`src/rtl/pipe_pkg.sv`:
```
// Shared pipeline constants and types used by the hazard controller and pipeline registers.
package pipe_pkg;

   localparam int REG_AW = 5;
   localparam int T_W    = 2;

   localparam logic [T_W-1:0] TUSE_NONE = 2'd3;
   localparam logic [31:0]    RESET_PC  = 32'h0000_3000;

   typedef logic [REG_AW-1:0] reg_addr_t;
   typedef logic [T_W-1:0]    tval_t;

   // A read of addr in D collides with an in-flight write that will not be ready in time.
   function automatic logic hazard_hit(input reg_addr_t addr, input tval_t tuse,
                                       input reg_addr_t wa,   input tval_t tnew);
      return (addr != 5'd0) && (addr == wa) && (tuse < tnew);
   endfunction

endpackage

```
`src/rtl/hazard_ctrl_md_busy_counter.sv`:
```
// Busy tracker for the multi-cycle multiply/divide unit: loads on start, counts down to idle.
module md_busy_counter #(
   parameter int MULT_CYCLES = 5,
   parameter int DIV_CYCLES  = 10,
   parameter int CNT_W       = 4
) (
   input  logic clk,
   input  logic reset,
   input  logic i_start,
   input  logic i_div,
   output logic o_busy
);

   logic [CNT_W-1:0] r_cnt;

   // Load on an idle start, otherwise count down; a start while busy is dropped.
   always_ff @(posedge clk or negedge reset) begin
      if (!reset) begin
         r_cnt <= {CNT_W{1'b0}};
      end else if (i_start && (r_cnt == {CNT_W{1'b0}})) begin
         r_cnt <= i_div ? CNT_W'(DIV_CYCLES) : CNT_W'(MULT_CYCLES);
      end else if (r_cnt != {CNT_W{1'b0}}) begin
         r_cnt <= r_cnt - {{(CNT_W-1){1'b0}}, 1'b1};
      end else begin
         r_cnt <= r_cnt;
      end
   end

   assign o_busy = (r_cnt != {CNT_W{1'b0}});

endmodule

```
`src/rtl/hazard_ctrl.sv`:
```
// Pipeline stall/bubble controller: Tuse/Tnew data hazards, mult/div busy interlock,
// and a saturating stall-cycle performance counter.
module hazard_ctrl
   import pipe_pkg::*;
#(
   parameter int MULT_CYCLES = 5,
   parameter int DIV_CYCLES  = 10,
   parameter int CNT_W       = 4,
   parameter int PERF_W      = 32
) (
   input  logic              clk,
   input  logic              reset,
   input  logic [REG_AW-1:0] d_rs,
   input  logic [REG_AW-1:0] d_rt,
   input  logic [T_W-1:0]    d_tuse_rs,
   input  logic [T_W-1:0]    d_tuse_rt,
   input  logic              d_md_use,
   input  logic [REG_AW-1:0] e_wa,
   input  logic [T_W-1:0]    e_tnew,
   input  logic [REG_AW-1:0] m_wa,
   input  logic [T_W-1:0]    m_tnew,
   input  logic              e_md_start,
   input  logic              e_md_div,
   output logic              fd_stall,
   output logic              pc_en,
   output logic              de_flush,
   output logic              md_busy,
   output logic [PERF_W-1:0] stall_cnt
);

   logic              w_md_busy;
   logic              w_stall_rs;
   logic              w_stall_rt;
   logic              w_md_stall;
   logic              w_stall;
   logic [PERF_W-1:0] r_stall_cnt;

   md_busy_counter #(
      .MULT_CYCLES (MULT_CYCLES),
      .DIV_CYCLES  (DIV_CYCLES),
      .CNT_W       (CNT_W)
   ) u_md_busy_counter (
      .clk     (clk),
      .reset   (reset),
      .i_start (e_md_start),
      .i_div   (e_md_div),
      .o_busy  (w_md_busy)
   );

   // Same-cycle stall decision; the start cycle is covered by e_md_start before busy rises.
   always_comb begin
      w_stall_rs = 1'b0;
      w_stall_rt = 1'b0;
      w_md_stall = 1'b0;
      w_stall_rs = hazard_hit(d_rs, d_tuse_rs, e_wa, e_tnew) |
                   hazard_hit(d_rs, d_tuse_rs, m_wa, m_tnew);
      w_stall_rt = hazard_hit(d_rt, d_tuse_rt, e_wa, e_tnew) |
                   hazard_hit(d_rt, d_tuse_rt, m_wa, m_tnew);
      w_md_stall = d_md_use & (w_md_busy | e_md_start);
   end

   assign w_stall = w_stall_rs | w_stall_rt | w_md_stall;

   // Count stalled cycles, holding at all-ones instead of wrapping.
   always_ff @(posedge clk or negedge reset) begin
      if (!reset) begin
         r_stall_cnt <= {PERF_W{1'b0}};
      end else if (w_stall && (r_stall_cnt != {PERF_W{1'b1}})) begin
         r_stall_cnt <= r_stall_cnt + {{(PERF_W-1){1'b0}}, 1'b1};
      end else begin
         r_stall_cnt <= r_stall_cnt;
      end
   end

   assign fd_stall  = w_stall;
   assign pc_en     = ~w_stall;
   assign de_flush  = w_stall;
   assign md_busy   = w_md_busy;
   assign stall_cnt = r_stall_cnt;

endmodule

```
`config.mk`:
```
export PLATFORM = sky130hd
export DESIGN_NAME = hazard_ctrl
export DESIGN_NICKNAME = d
export VERILOG_FILES = /design/src/rtl/pipe_pkg.sv /design/src/rtl/hazard_ctrl_md_busy_counter.sv /design/src/rtl/hazard_ctrl.sv
export SDC_FILE = /design/constraint.sdc
export NUM_CORES = 1
export LEC_CHECK = 0
export ABC_AREA = 0
export BUFFER_PORTS_ARGS = -buffer_cell sky130_fd_sc_hd__buf_2
export CAP_MARGIN = 15
export CORE_MARGIN = 2
export CORE_UTILIZATION = 55
export DETAILED_ROUTE_END_ITERATION = 8
export GPL_TIMING_DRIVEN = 0
export PLACE_DENSITY = 0.89
export SYNTH_ARGS = -nofsm -noshare
export SYNTH_HDL_FRONTEND = slang
export SYNTH_HIERARCHICAL = 1
export SYNTH_SLANG_ARGS = --single-unit
```
`constraint.sdc`:
```
create_clock -name clk -period 4.65 [get_ports clk]
set_input_delay 0.93 -clock clk [delete_from_list [all_inputs] [get_ports clk]]
set_output_delay 0.93 -clock clk [all_outputs]
set_load 0.01 [all_outputs]
```
After elaboration in Yosys (flattened, before gate mapping)
Cells that the tools add are included.
{"block": "classes", "order_cmp": 4, "n_mux": 3, "n_eq_ne": 5, "add_sub_neg": 2, "reduce_logical": 15, "bitwise": 7}
{"operator": "$add 32x1->32 const B", "n": 1}
{"operator": "$ne 32x32->1 const B", "n": 1}
{"operator": "$eq 5x5->1", "n": 4}
{"operator": "$mux 4", "n": 3}
{"operator": "$logic_and 1x1->1", "n": 10}
{"operator": "$reduce_bool 5->1", "n": 2}
{"operator": "$lt 2x2->1", "n": 4}
{"operator": "$or 1x1->1", "n": 5}
{"operator": "$logic_not 4->1", "n": 1}
{"operator": "$reduce_bool 4->1", "n": 1}
{"operator": "$sub 4x1->4 const B", "n": 1}
{"operator": "$reduce_bool 2->1", "n": 1}
{"operator": "$and 1x1->1", "n": 1}
{"operator": "$not 1->1", "n": 1}
{"block": "word_totals", "in_bits": 33, "register_bits": 36, "output_inout_bits": 36, "wordCells": 38}

Depth between registers and ports, before layout
{"block": "depth", "ltp_word": 7, "mapped_depth": 10}

Modules after synthesis
Netlist, hierarchy kept.
{"module": "hazard_ctrl", "area_each_um2": 1926.8, "cells_per_inst": 201, "instances": 1, "seq_area_each_um2": 800.8}
{"module": "md_busy_counter", "area_each_um2": 254.0, "cells_per_inst": 25, "instances": 1, "seq_area_each_um2": 100.1}

Worst setup path before layout
OpenSTA, ideal clock, no wires.
{"block": "synth_path", "path_type": "input to output", "from": "input port d_rs[1]", "to": "output port fd_stall", "stages": 6, "t_arrival_ps": 2297, "t_required_ps": 3720, "setup_slack_ps": 1423, "path_buffers": 1, "path_cell_list": "or4_1 -> nor2_1 -> o21ai_1 -> nor2_1 -> inv_1 -> buf_4"}
{"block": "synth_between", "elab_chain_len": 6}
{"element": "from (decl)", "line_no": "hazard_ctrl.sv:13", "rtl": "input logic [REG_AW-1:0] d_rs,"}
{"element": "$eq 5x5->1 / $reduce_bool 5->1 (equally long branches)", "line_no": "pipe_pkg.sv:16", "rtl": "return (addr != 5'd0) && (addr == wa) && (tuse < tnew);"}
{"element": "$logic_and 1x1->1 (2 in series)", "line_no": "pipe_pkg.sv:16"}
{"element": "$or 1x1->1 (*)", "line_no": "hazard_ctrl.sv:55", "rtl": "w_stall_rs = hazard_hit(d_rs, d_tuse_rs, e_wa, e_tnew) |"}
{"element": "$or 1x1->1 (*) (2 in series)", "line_no": "hazard_ctrl.sv:62", "rtl": "assign w_stall = w_stall_rs | w_stall_rt | w_md_stall;"}
{"element": "to (decl)", "line_no": "hazard_ctrl.sv:24", "rtl": "output logic fd_stall,"}
Every way passes the cells marked *; elsewhere a longest branch is shown, timed or not.

Worst setup path after layout
Ends and elaborated chain as after synthesis.

==> run_results.csv <==
group,metric,value,unit
synthesis,synth_area_leader_cell,"dfrtp_1",
run_status,outcome,"finished, final reports clean",
sta,finalHoldViolCount,0,
setup_path,worstSetupPathType,"primary input to output port",
placed_design,gp_congestion,0.873,
final_layout,syn2layout_area_growth,23.3,%
final_layout,layout-drive-gt1-share,0.291,
final_layout,antenna_cells,0,
grt,antenna_found_initial,0,
final_layout,fin_cells,350,
drt,drt_iter0_drc,90,
setup_path,rr_startpoint,"stall_cnt[6]$_DFFE_PN0P_",
setup_path,required,3.72,ns
sta,whs,0.491,ns
sta,tns,0,ns
die,ios,69,
drt,totalWireLength,4740,um
cts,cts.htree.levels,2,
sta,setup_viol,0,
synthesis,syn_avg_cell_area,9.65,um^2
drt,via_per_inst,5.48,
setup_path,crit_path_end,"fd_stall",
grt,overflow,0,
sta,fin_skew,0.00509,ns
drt,drc,0,
synthesis,synth.ff_latch_count,36,
final_layout,final_common_cell,"buf_2",
synthesis,synth.top_cell.area_share,0.413,
setup_path,worstPathArrival,2.56,ns
final_layout,final_cell_mix,"68 x buf_2, 38 x xor2_1, 36 x dfrtp_1, 20 x nor3_1, 18 x nand2_1",
die,dieArea,4480,um^2
sta,fmax,287,MHz
sta,slew_headroom,0.482,
placed_design,dpl.hpwl,3640,um
job,cap_violations,0,
placed_design,dp_cells,342,
die,core-area,3740,um^2
power,p_per_area,361,nW/um^2
drt,post_drt_wl_per_cell,13.5,um
cts,cts_buffer_depth,2,
final_layout,fin_area,2690,um^2
setup_path,critPathMaxFanout,6,
worst_hold_path,whs_path_depth,1,
cts,numCtsBuffers,5,
cts,post_cts_resized,0,
cts,clock_sinks,36,
drt,wl_met2,2340,um
drt,first_pass_iters,4,
synthesis,yosysWarningCount,6,
setup_path,worstRegToRegCells,7,
synthesis,synth-seq-area-share,0.413,
synthesis,synth.net_count,266,
setup_path,crit_path_start,"d_rs[1]",
sta,worst_pin_slew,0.777,ns
synthesis,synth.distinct_cells,36,
setup_path,r2r-end,"stall_cnt[1]$_DFFE_PN0P_",
power,vdd_drop_max,240,uV
setup_path,critPathBufInv,4,
grt,grt_pass1_vias,1874,
drt,top_layer,"met4",
setup_path,r2r_setup_slack,2.23,ns
sta,rsz0062_at_grt,"no",
die,die-width,67.0,um
die,num_rows,22,
synthesis,syn_area,2180,um^2
final_layout,multi_input_area,1200,um^2
drt,met3_length,294,um
power,leakage,1.40,nW
cts,cts.reportedPaths.clkPinSlew,0.07,ns
synthesis,syn_inst,226,
drt,postRouteAntennaNets,0,
synthesis,synth.top_cells.by_area,"dfrtp_1 41%, xor2_1 15%, nor3_1 4.6%",
cts,cts_tree,"built",
grt,grt_usage,0.237,
placed_design,placedInstanceArea,2580,um^2
placed_design,port_buffers,68,
setup_path,critPathLaunchType,"primary input",
final_layout,regArea,901,um^2
grt,grt_max_degree,37,
setup_path,slowest_delay,0.53,ns
die,die_h,67.0,um
cts,post_cts_hold_buffer_count,0,
final_layout,nFillCells,287,
worst_hold_path,worstHoldPathType,"register to register",
final_layout,nNetsFinal,341,
grt,grt_pass1_wl,8000,um
setup_path,cpLargestDelayFamily,"simple AND/OR/NAND/NOR gates",
sta,slew_violations,0,
sta,period_minus_slack,3.49,ns
setup_path,worst-path-stages,8,
drt,vias,1917,
setup_path,endpoint_kind,"output port",
cts,root_buffer,"clkbuf_8",
cts,worstSkewPairLatency,0.29,ns
cts,postCtsSetupBuffers,0,
drt,wl_met1,2050,um
die,start_util,0.583,
sta,period_share,0.750,
setup_path,crit_slowest_cell,"or4_1",
setup_path,worstPathCellList,"buf_2 > or4_1 > nor2_1 > o21ai_1 > nor2_1 > inv_1 > buf_4 > buf_2",
[metal layers]
metal,vias up,track usage
met1,927,0.302
met2,59,0.394
met4,0,0.0842
met5,-,0
met3,8,0.0541
li1,923,-
[state kept, by name, summed over array words and instances, names as in the netlist]
| register | cells |
|---|---|
| stall_cnt | 32 |
| u_md_busy_counter/r_cnt | 4 |
[layout make-up]
| cell class | instances | share of cell area |
|---|---|---|
| Buffer | 3 | 0.0112 |
| Clock buffer | 6 | 0.0270 |
| Clock inverter | 2 | 0.0130 |
| Inverter | 13 | 0.0181 |
| Multi-Input combinational cell | 174 | 0.447 |
| Sequential cell | 36 | 0.335 |
| Tap cell | 48 | 0.0223 |
| Timing Repair Buffer | 68 | 0.127 |
[logic make-up after synthesis]
group | count (synthesis) | synth area share
AND/OR/NAND/NOR | 97 | 0.241
XOR/XNOR | 49 | 0.197
flip-flops | 36 | 0.413
AO/OA/AOI/OAI | 16 | 0.0476
buffers and inverters | 16 | 0.0361
adder cells (fa/ha/maj) | 7 | 0.0402
multiplexers | 5 | 0.0252
[worst reg2reg max path: stages, from the launching register on]
cell and delay, ns:
dfrtp_1 0.46, and3_1 0.23, and4_4 0.27, nand3_2 0.16
or4_4 0.49, o21ai_4 0.16, buf_6 0.20, mux2_1 0.33
[Yosys cell counts]
| cell type | count |
|---|---|
| nor3b_1 | 1 |
| a21oi_1 | 4 |
| inv_1 | 13 |
| nor3b_4 | 1 |
| a22oi_1 | 1 |
| nand2b_1 | 4 |
| o21a_1 | 1 |
| xnor2_1 | 11 |
| buf_4 | 1 |
| nand2_1 | 18 |
| dfrtp_1 | 36 |
| mux2_2 | 3 |
| o21ai_0 | 5 |
| a211oi_1 | 2 |
| and4_1 | 2 |
| mux2i_1 | 1 |
| nand3_2 | 1 |
| nand3_1 | 13 |
| buf_6 | 2 |
| nor4b_2 | 1 |
| and4_4 | 1 |
| nor2_1 | 16 |
| or4_1 | 2 |
| or4_4 | 1 |
| nor4_1 | 5 |
| ha_1 | 7 |
| nand4_1 | 4 |
| mux2_1 | 1 |
| o21ai_1 | 1 |
| o211ai_1 | 1 |
| or2_2 | 1 |
| nor3_1 | 20 |
| and3_1 | 5 |
| nand3b_1 | 1 |
| xor2_1 | 38 |
| o21ai_4 | 1 |
[per-stage QoR]
stage	worst slack, ns	utilization	power [W]
global route	1.03	0.718	0.00103
CTS	1.15	0.718	0.000975
finish	1.16	0.718	0.000971
global placement	1.23	0.690	0.000695
floorplan	1.42	-	0.000602
detailed placement	1.17	0.690	0.000708
[worst min-delay path by stage]
stage | end | slack [ns] | start
after floorplan | stall_cnt[25]$_DFFE_PN0P_ | 0.52 | stall_cnt[25]$_DFFE_PN0P_
after global placement | stall_cnt[12]$_DFFE_PN0P_ | 0.47 | stall_cnt[12]$_DFFE_PN0P_
after detailed placement | stall_cnt[25]$_DFFE_PN0P_ | 0.48 | stall_cnt[25]$_DFFE_PN0P_
after CTS | stall_cnt[25]$_DFFE_PN0P_ | 0.49 | stall_cnt[25]$_DFFE_PN0P_
after global routing | stall_cnt[25]$_DFFE_PN0P_ | 0.51 | stall_cnt[25]$_DFFE_PN0P_
final | stall_cnt[12]$_DFFE_PN0P_ | 0.49 | stall_cnt[12]$_DFFE_PN0P_
[report_power, final]
part | internal [W] | switching [W] | leakage [nW] | total, W
Sequential | 0.000364 | 0.0000650 | 0.455 | 0.000429
Clock | 0.000159 | 0.000111 | 0.0552 | 0.000270
Combinational | 0.000129 | 0.000144 | 0.888 | 0.000273
No activity file was read; power rests on OpenSTA's default activity.
